$ cat src/rtl/uart_tx_frame_if.sv
// Parallel-side and line-side signals of the UART transmitter.
// UART_TX_TWO_STOP_EN adds the STOP2 configuration input.
interface uart_tx_frame_if #(
  parameter int DATA_WIDTH = 8
);
  logic [DATA_WIDTH-1:0] P_DATA;
  logic                  Data_Valid;
  logic                  PAR_EN;
  logic                  PAR_TYP;
  logic [5:0]            Prescale;
`ifdef UART_TX_TWO_STOP_EN
  logic                  STOP2;
`endif
  logic                  TX_OUT;
  logic                  Busy;

`ifdef UART_TX_TWO_STOP_EN
  modport master (output P_DATA, Data_Valid, PAR_EN, PAR_TYP, Prescale, STOP2,
                  input  TX_OUT, Busy);
  modport slave  (input  P_DATA, Data_Valid, PAR_EN, PAR_TYP, Prescale, STOP2,
                  output TX_OUT, Busy);
`else
  modport master (output P_DATA, Data_Valid, PAR_EN, PAR_TYP, Prescale,
                  input  TX_OUT, Busy);
  modport slave  (input  P_DATA, Data_Valid, PAR_EN, PAR_TYP, Prescale,
                  output TX_OUT, Busy);
`endif
endinterface

$ cat src/rtl/uart_tx_frame.sv
// UART transmit framer: start, LSB-first data, optional parity, stop; bit = Prescale clocks.
// UART_TX_TWO_STOP_EN adds STOP2 for an optional second stop bit.
//
// state  | meaning
// IDLE   | line high, waiting for Data_Valid
// START  | start bit (0)
// DATA   | data bit bit_idx_q, LSB first
// PARITY | parity of latched data
// STOP   | stop bit(s) (1); last cycle may accept the next word
module uart_tx_frame #(
  parameter int DATA_WIDTH = 8
) (
  input  logic             CLK,
  input  logic             RST,
  uart_tx_frame_if.slave   bus
);
  localparam int IW = (DATA_WIDTH > 1) ? $clog2(DATA_WIDTH) : 1;

  typedef enum logic [2:0] {IDLE, START, DATA, PARITY, STOP} state_t;

  state_t                state_q, state_d;
  logic [5:0]            cnt_q, cnt_d;
  logic [5:0]            period_q, period_d;
  logic [IW-1:0]         bit_idx_q, bit_idx_d;
  logic [DATA_WIDTH-1:0] data_q, data_d;
  logic                  par_en_q, par_en_d;
  logic                  par_typ_q, par_typ_d;
  logic                  tx_q, tx_d;
  logic                  busy_q, busy_d;
`ifdef UART_TX_TWO_STOP_EN
  logic                  stop2_q, stop2_d;
  logic                  stop_idx_q, stop_idx_d;
`endif

  logic last_cyc;
  logic stop_last;
  logic accept;

  always_ff @(posedge CLK or posedge RST) begin
    if (RST) begin
      state_q    <= IDLE;
      cnt_q      <= '0;
      period_q   <= '0;
      bit_idx_q  <= '0;
      data_q     <= '0;
      par_en_q   <= 1'b0;
      par_typ_q  <= 1'b0;
      tx_q       <= 1'b1;
      busy_q     <= 1'b0;
`ifdef UART_TX_TWO_STOP_EN
      stop2_q    <= 1'b0;
      stop_idx_q <= 1'b0;
`endif
    end else begin
      state_q    <= state_d;
      cnt_q      <= cnt_d;
      period_q   <= period_d;
      bit_idx_q  <= bit_idx_d;
      data_q     <= data_d;
      par_en_q   <= par_en_d;
      par_typ_q  <= par_typ_d;
      tx_q       <= tx_d;
      busy_q     <= busy_d;
`ifdef UART_TX_TWO_STOP_EN
      stop2_q    <= stop2_d;
      stop_idx_q <= stop_idx_d;
`endif
    end
  end

  always_comb begin
    state_d   = state_q;
    cnt_d     = cnt_q;
    period_d  = period_q;
    bit_idx_d = bit_idx_q;
    data_d    = data_q;
    par_en_d  = par_en_q;
    par_typ_d = par_typ_q;
    tx_d      = 1'b1;
    busy_d    = 1'b0;
`ifdef UART_TX_TWO_STOP_EN
    stop2_d    = stop2_q;
    stop_idx_d = stop_idx_q;
`endif

    last_cyc = (cnt_q == (period_q - 6'd1));
`ifdef UART_TX_TWO_STOP_EN
    stop_last = last_cyc && (!stop2_q || stop_idx_q);
`else
    stop_last = last_cyc;
`endif
    accept = bus.Data_Valid && ((state_q == IDLE) || ((state_q == STOP) && stop_last));

    if (state_q != IDLE) begin
      cnt_d = last_cyc ? 6'd0 : (cnt_q + 6'd1);
    end

    case (state_q)
      START: begin
        if (last_cyc) begin
          state_d   = DATA;
          bit_idx_d = '0;
        end
      end
      DATA: begin
        if (last_cyc) begin
          if (bit_idx_q == IW'(DATA_WIDTH - 1)) begin
            state_d = par_en_q ? PARITY : STOP;
`ifdef UART_TX_TWO_STOP_EN
            stop_idx_d = 1'b0;
`endif
          end else begin
            bit_idx_d = bit_idx_q + 1'b1;
          end
        end
      end
      PARITY: begin
        if (last_cyc) begin
          state_d = STOP;
`ifdef UART_TX_TWO_STOP_EN
          stop_idx_d = 1'b0;
`endif
        end
      end
      STOP: begin
        if (stop_last) begin
          state_d = IDLE;
        end
`ifdef UART_TX_TWO_STOP_EN
        else if (last_cyc) begin
          stop_idx_d = 1'b1;
        end
`endif
      end
      default: state_d = IDLE;
    endcase

    // Acceptance overrides the STOP->IDLE transition for back-to-back frames.
    if (accept) begin
      state_d   = START;
      cnt_d     = '0;
      bit_idx_d = '0;
      data_d    = bus.P_DATA;
      par_en_d  = bus.PAR_EN;
      par_typ_d = bus.PAR_TYP;
      period_d  = (bus.Prescale == 6'd0) ? 6'd1 : bus.Prescale;
`ifdef UART_TX_TWO_STOP_EN
      stop2_d    = bus.STOP2;
      stop_idx_d = 1'b0;
`endif
    end

    // Outputs are registered from the next state so the line never glitches.
    case (state_d)
      START:   tx_d = 1'b0;
      DATA:    tx_d = data_d[bit_idx_d];
      PARITY:  tx_d = par_typ_d ? ~^data_d : ^data_d;
      default: tx_d = 1'b1;
    endcase
    busy_d = (state_d != IDLE);
  end

  assign bus.TX_OUT = tx_q;
  assign bus.Busy   = busy_q;
endmodule

$ cat src/flat_wrapper.sv
// flat-port wrapper written by rule: the top's interface ports become plain ports
module uart_tx_frame_flat 
#(
  parameter int DATA_WIDTH = 8
)
  (CLK, RST, bus_P_DATA, bus_Data_Valid, bus_PAR_EN, bus_PAR_TYP, bus_Prescale, bus_TX_OUT, bus_Busy);
  uart_tx_frame_if #(.DATA_WIDTH(DATA_WIDTH)) bus_i ();
  input  logic CLK;
  input  logic RST;
  input wire logic [$bits(bus_i.P_DATA)-1:0] bus_P_DATA;
  input wire logic [$bits(bus_i.Data_Valid)-1:0] bus_Data_Valid;
  input wire logic [$bits(bus_i.PAR_EN)-1:0] bus_PAR_EN;
  input wire logic [$bits(bus_i.PAR_TYP)-1:0] bus_PAR_TYP;
  input wire logic [$bits(bus_i.Prescale)-1:0] bus_Prescale;
  output wire logic [$bits(bus_i.TX_OUT)-1:0] bus_TX_OUT;
  output wire logic [$bits(bus_i.Busy)-1:0] bus_Busy;
  assign bus_i.P_DATA = bus_P_DATA;
  assign bus_i.Data_Valid = bus_Data_Valid;
  assign bus_i.PAR_EN = bus_PAR_EN;
  assign bus_i.PAR_TYP = bus_PAR_TYP;
  assign bus_i.Prescale = bus_Prescale;
  assign bus_TX_OUT = bus_i.TX_OUT;
  assign bus_Busy = bus_i.Busy;
  uart_tx_frame #(.DATA_WIDTH(DATA_WIDTH)) u_core (.CLK(CLK), .RST(RST), .bus(bus_i));
endmodule
$ cat config.mk
export PLATFORM = sky130hd
export DESIGN_NAME = uart_tx_frame_flat
export DESIGN_NICKNAME = d
export VERILOG_FILES = /design/src/rtl/uart_tx_frame_if.sv /design/src/rtl/uart_tx_frame.sv /design/src/flat_wrapper.sv
export SDC_FILE = /design/constraint.sdc
export NUM_CORES = 1
export LEC_CHECK = 0
export CORE_MARGIN = 10
export CORE_UTILIZATION = 29
export DETAILED_ROUTE_END_ITERATION = 16
export GPL_TIMING_DRIVEN = 0
export PLACE_DENSITY = 0.54
export REMOVE_ABC_BUFFERS = 1
export SLEW_MARGIN = 10
export SYNTH_ARGS = -nofsm -noshare
export SYNTH_HDL_FRONTEND = slang
export SYNTH_SLANG_ARGS = --single-unit
$ cat constraint.sdc
create_clock -name CLK -period 3.85 [get_ports CLK]
set_clock_uncertainty 0.1 [all_clocks]
set_input_delay 0.385 -clock CLK [delete_from_list [all_inputs] [get_ports CLK]]
set_output_delay 0.385 -clock CLK [all_outputs]
set_load 0.005 [all_outputs]
# After elaboration in Yosys (flattened, before gate mapping)
# Cells that the tools add are included.
# W data, S select, Z words.
[word_totals] ff_bits=30 input_bits=19 out_inout_bits=2 wordCells=55
[op_classes] n_addsub=3 magnitude_cmp=1 n_eq_ne=9 mux=23 reduce_logical=10
[op_table] cell="$mux W3" count=11
[op_table] cell="$mux W6" count=4
[op_table] cell="$eq A3 B2 Y1 const B" count=4
[op_table] cell="$pmux W3 S4" count=1
[op_table] cell="$mux W8" count=1
[op_table] cell="$reduce_xnor A8 Y1" count=1
[op_table] cell="$reduce_xor A8 Y1" count=1
[op_table] cell="$add A6 B1 Y6 const B" count=1
[op_table] cell="$eq A3 B1 Y1 const B" count=2
[op_table] cell="$eq A3 B3 Y1 const B" count=2
[op_table] cell="$eq A6 B6 Y1" count=1
[op_table] cell="$logic_not A6 Y1" count=1
[op_table] cell="$pmux W3 S2" count=1
[op_table] cell="$reduce_bool A3 Y1" count=2
[op_table] cell="$sub A6 B1 Y6 const B" count=1
[op_table] cell="$lt A3 B4 Y1 const B" count=1
[op_table] cell="$add A3 B1 Y3 const B" count=1
[op_table] cell="$bmux W1 S3" count=1
[op_table] cell="$logic_not A3 Y1" count=1
[op_table] cell="$mux W1" count=3
[op_table] cell="$pmux W1 S3" count=1
[op_table] cell="$logic_and A1 B1 Y1" count=2
[op_table] cell="$reduce_bool A2 Y1" count=1
[op_table] cell="$logic_or A1 B1 Y1" count=1

# Depth between registers and ports, before layout
[depth] ltp_word=9 ltp_mapped=11 depth_no_buf=10

# Worst setup path after synthesis
# Ideal clock, no wire load.
[synth_path] path_type="reg-to-reg" startpoint="register u_core.period_q[0]" endpoint="register u_core.tx_q (netlist: u_core.bus.TX_OUT)" setup_ps=86 arrival_ps=2504 t_required_ps=3664 setup_slack_ps=1159 stages_incl_launch_ff=10 period_less_slack_ps=2691 path_cell_list="dfrtp_1 > or3_4 > nor4_4 > o2111ai_4 > or2_0 > buf_2 > or3_4 > a221oi_4 > o21ai_1 > o41a_1"
[synth_rtl] element="from (decl)" line="uart_tx_frame.sv:23" text="logic [5:0] period_q, period_d;"
[synth_rtl] element="from (signal assigned)" line="uart_tx_frame.sv:57" text="period_q <= period_d;"
[synth_rtl] element="$sub A6 B1 Y6 *" line="uart_tx_frame.sv:86" text="last_cyc = (cnt_q == (period_q - 6'd1));"
[synth_rtl] element="$eq A6 B6 Y1 *" line="uart_tx_frame.sv:86"
[synth_rtl] element="branches (longest 3 deep; another with $pmux W3 S4)"
[synth_rtl] element="$mux W3 *" line="uart_tx_frame.sv:139" text="if (accept) begin"
[synth_rtl] element="via u_core.state_d[0]" line="uart_tx_frame.sv:21" text="state_t state_q, state_d;"
[synth_rtl] element="$eq A3 B2 Y1 or $eq A3 B1 Y1 (tied branches)" line="uart_tx_frame.sv:154" text="case (state_d)"
[synth_rtl] element="$pmux W1 S3 *" line="uart_tx_frame.sv:154"
[synth_rtl] element="via u_core.tx_d" line="uart_tx_frame.sv:28" text="logic tx_q, tx_d;"
[synth_rtl] element="to (signal assigned)" line="uart_tx_frame.sv:62" text="tx_q <= tx_d;"
[synth_rtl] element="to (decl)" line="uart_tx_frame.sv:28"
# Mark *: on every way through the listed nets, which the timed path passes. The select of a mux whose other input is x is not followed.
# A chain may end at the register's enable or synchronous reset.

# Worst setup path in the final report
[layout_path] startpoint="register u_core.period_q[0]" endpoint="register u_core.tx_q (netlist: u_core.bus.TX_OUT)"
[layout_between] elab_chain_cells=9
[layout_rtl] element="$sub A6 B1 Y6 *" line="uart_tx_frame.sv:86"
[layout_rtl] element="$eq A6 B6 Y1 *" line="uart_tx_frame.sv:86"
[layout_rtl] element="branches (longest 6 deep; another with $mux W3)"
[layout_rtl] element="$pmux W1 S3 *" line="uart_tx_frame.sv:154"
[layout_rtl] element="via u_core.tx_d" line="uart_tx_frame.sv:28"
# Marks and branches as above.

==> metrics.cfg <==
[synthesis]
syn_area_um2=1890
synth.area.mux_share_pct=2.12
syn_inst=211
synthArstFlopShare_pct=100
syn_avg_cell_area_um2=8.96
yosys.area_share.simple_pct=24.4
ys_seq_area_share_pct=39.8
ys_warn_count=0
synth_top_family_by_area=simple AND/OR/NAND/NOR gates
synthFlopType=dfrtp_1
synth_compound_area_share_pct=18.7
synth_cell_types=46
synth_edf_count=0
synth_xor_area_share_pct=10.2
synthAdderAreaFrac_pct=1.99
synth_seq_cells=30

[global_route]
grt_overflow=0
antenna_found_initial=0
grt_pass1_wl_um=7190
grt_max_degree=31
grt_use_total_pct=8.51
grt_pass1_vias=1516

[clock_network]
numCtsBuffers=5
clk_path_buf_depth=2
clock-sinks=30
cts_resized=0
tritoncts=done
root_buffer=clkbuf_8
postCtsHoldBufs=0
cts_setup_buffers=0
h-tree-depth=2
clk_pin_slew_ns=0.07
worstSkewPairLatency_ns=0.28

[die]
num_rows=29
initial_core_util_pct=29.8
io_pins=21
die_area_um2=10100
die-width_um=101
die_h_um=101
coreArea_um2=6350

[final_layout]
layout_commonest_cell=nand2_1
final_nets=254
syn2layout_area_growth_pct=20.6
finalNonFillerCells=310
finish.utilization_pct=35.9
final_cell_mix=nand2_1 (54), dfrtp_1 (29), clkdlybuf4s50_1 (20)
antennaDiodeCount=0
layout-drive-gt1-share_pct=9.44

[power]
power_mw=1.80
power.internal_mw=1.07
leakage_nw=0.951
swShare_pct=40.9
p_clk_share_pct=16.8
power_frac_comb_pct=49.1
peakVddDrop_mv=0.246
power_density_nw_per_um2=791
p_switching_uw=738
power_frac_seq_pct=34.1

[routing]
top_layer=met4
wl_per_cell_um=13.2
drtAntennaViolNets=0
firstDrtPassIters=4
first_iter_violations=61
vias_per_cell=4.85
met3WireLength_um=123
vias=1502
wl_met1_um=2130
wl_um=4090
dr_wl_met2_um=1820
drc=0

[setup_path]
path_max_fanout=19
cp.required_ns=3.97
cp.arrival_ns=3.39
cp-start-kind=flip-flop
endpoint_kind=flip-flop
crit_type=flip-flop to flip-flop

[placed_design]
gp_congestion=0.769
portBuffers=20
dpl_worst_slack_ns=0.571
dpl.cell_count=302
dp_hpwl_um=2940

[timing]
setup_tns_ns=0
worst_pin_slew_ns=0.851
rsz0062_at_grt=no
fin_crit_sh_pct=84.9
fmax_mhz=306
drv_slew=0
hold_viol_final=0
setup_viol=0
min_period_ns=3.27
setup_slack_ns=0.582
maxSlewHeadroom_pct=43.3

[run]
cap_violations=0

[hold_path]
hp-class=flip-flop to flip-flop

[status]
status=completed

area by class of cell:
type | instances | area, um2
Clock buffer | 8 | 110
Sequential cell | 30 | 752
Fill cell | 682 | 4070
Tap cell | 77 | 96.3
Multi-Input combinational cell | 167 | 1090
Timing Repair Buffer | 20 | 200
Inverter | 8 | 30.0
layer usage:
layer	track usage, %	up-vias
li1	-	765
met1	12.0	707
met2	12.1	28
met3	2.13	2
met4	3.26	0
met5	0	-
path summary, 6_finish.rpt:
| kind | start | endpoint | slack [ns] | cells past startpoint |
|---|---|---|---|---|
| setup / recovery | u_core.period_q[0]$_DFFE_PP0N_ | u_core.bus.TX_OUT$_DFF_PP1_ | 0.58 | 10 |
| max in group asynchronous | RST | u_core.state_q[1]$_DFF_PP0_ | 2.79 | 2 |
| hold / removal | u_core.par_typ_q$_DFF_PP0_ | u_core.par_typ_q$_DFF_PP0_ | 0.41 | 2 |
| setup reg to reg | u_core.period_q[0]$_DFFE_PP0N_ | u_core.bus.TX_OUT$_DFF_PP1_ | 0.58 | 10 |
| min in group asynchronous | RST | u_core.cnt_q[3]$_DFFE_PP0P_ | 0.42 | 2 |
| hold reg to reg | u_core.par_typ_q$_DFF_PP0_ | u_core.par_typ_q$_DFF_PP0_ | 0.41 | 2 |
cells in the mapped netlist (all sizes together) (2+ instances only):
library cell  number  share of area (%)
nand2             54                 11
dfrtp             29                 38
xnor2             17                7.9
o21ai             15                4.0
nor2              10                2.0
inv                8                1.6
a21oi              6                1.6
nand3              6                1.6
clkbuf             5               0.99
xor2               5                2.3
mux2i              4                2.1
nor2b              4                1.3
or2                4                1.3
or3                4                1.9
ha                 3                2.0
nand2b             3               0.99
nor3               3               0.79
o31a               3                1.4
o31ai              3                1.9
a21boi             2               0.79
a221oi             2                1.9
and3               2               0.66
nand4b             2               0.93
nor4               2                1.5
o41ai              2                1.9
kinds of logic (layout without fill, tap and decap cells):
logic type                 Yosys count  after routing
and+or+nand+nor                     96             96
AOI/OAI and AO/OA                   42             42
DFF                                 30             30
xor gates and xnor gates            22             22
buffers and inverters               14             36
muxes                                4              4
adders and majority gates            3              3
stage by stage:
| step | instance area, um2 | hold slack (ns) |
|---|---|---|
| floorplan | 1870 | 0.367 |
| global placement | 2160 | 0.388 |
| detailed placement | 2160 | 0.393 |
| CTS | 2270 | 0.409 |
| global route | 2280 | 0.447 |
| finish | 2280 | 0.410 |
flip-flops by register name, summed over array words and instances, names as in the netlist:
register and flops:
u_core.bit_idx_q 3, u_core.bus.Busy 1, u_core.bus.TX_OUT 1, u_core.cnt_q 6, u_core.data_q 8, u_core.par_en_q 1
u_core.par_typ_q 1, u_core.period_q 6, u_core.state_q 3
critical path: stages, from the launching register on:
cell      delay (ns)
dfrtp_1         0.38
inv_1           0.07
ha_1            0.22
nor2b_1         0.14
o211a_1         0.13
a211oi_2        0.70
o21ai_0         0.21
nand3_1         0.60
o21ai_1         0.21
a221oi_1        0.27
o41a_1          0.17
power by group through the flow:
| stage | clock (mW) | combinational (mW) | sequential [mW] |
|---|---|---|---|
| final | 0.303 | 0.887 | 0.615 |
| after detailed placement | 0 | 0.894 | 0.624 |
| after global routing | 0.324 | 1.01 | 0.642 |
| after CTS | 0.311 | 0.898 | 0.617 |
| after global placement | 0 | 0.884 | 0.619 |
| after floorplan | 0 | 0.734 | 0.581 |
Note: power is estimated with default switching activity, not from simulation.
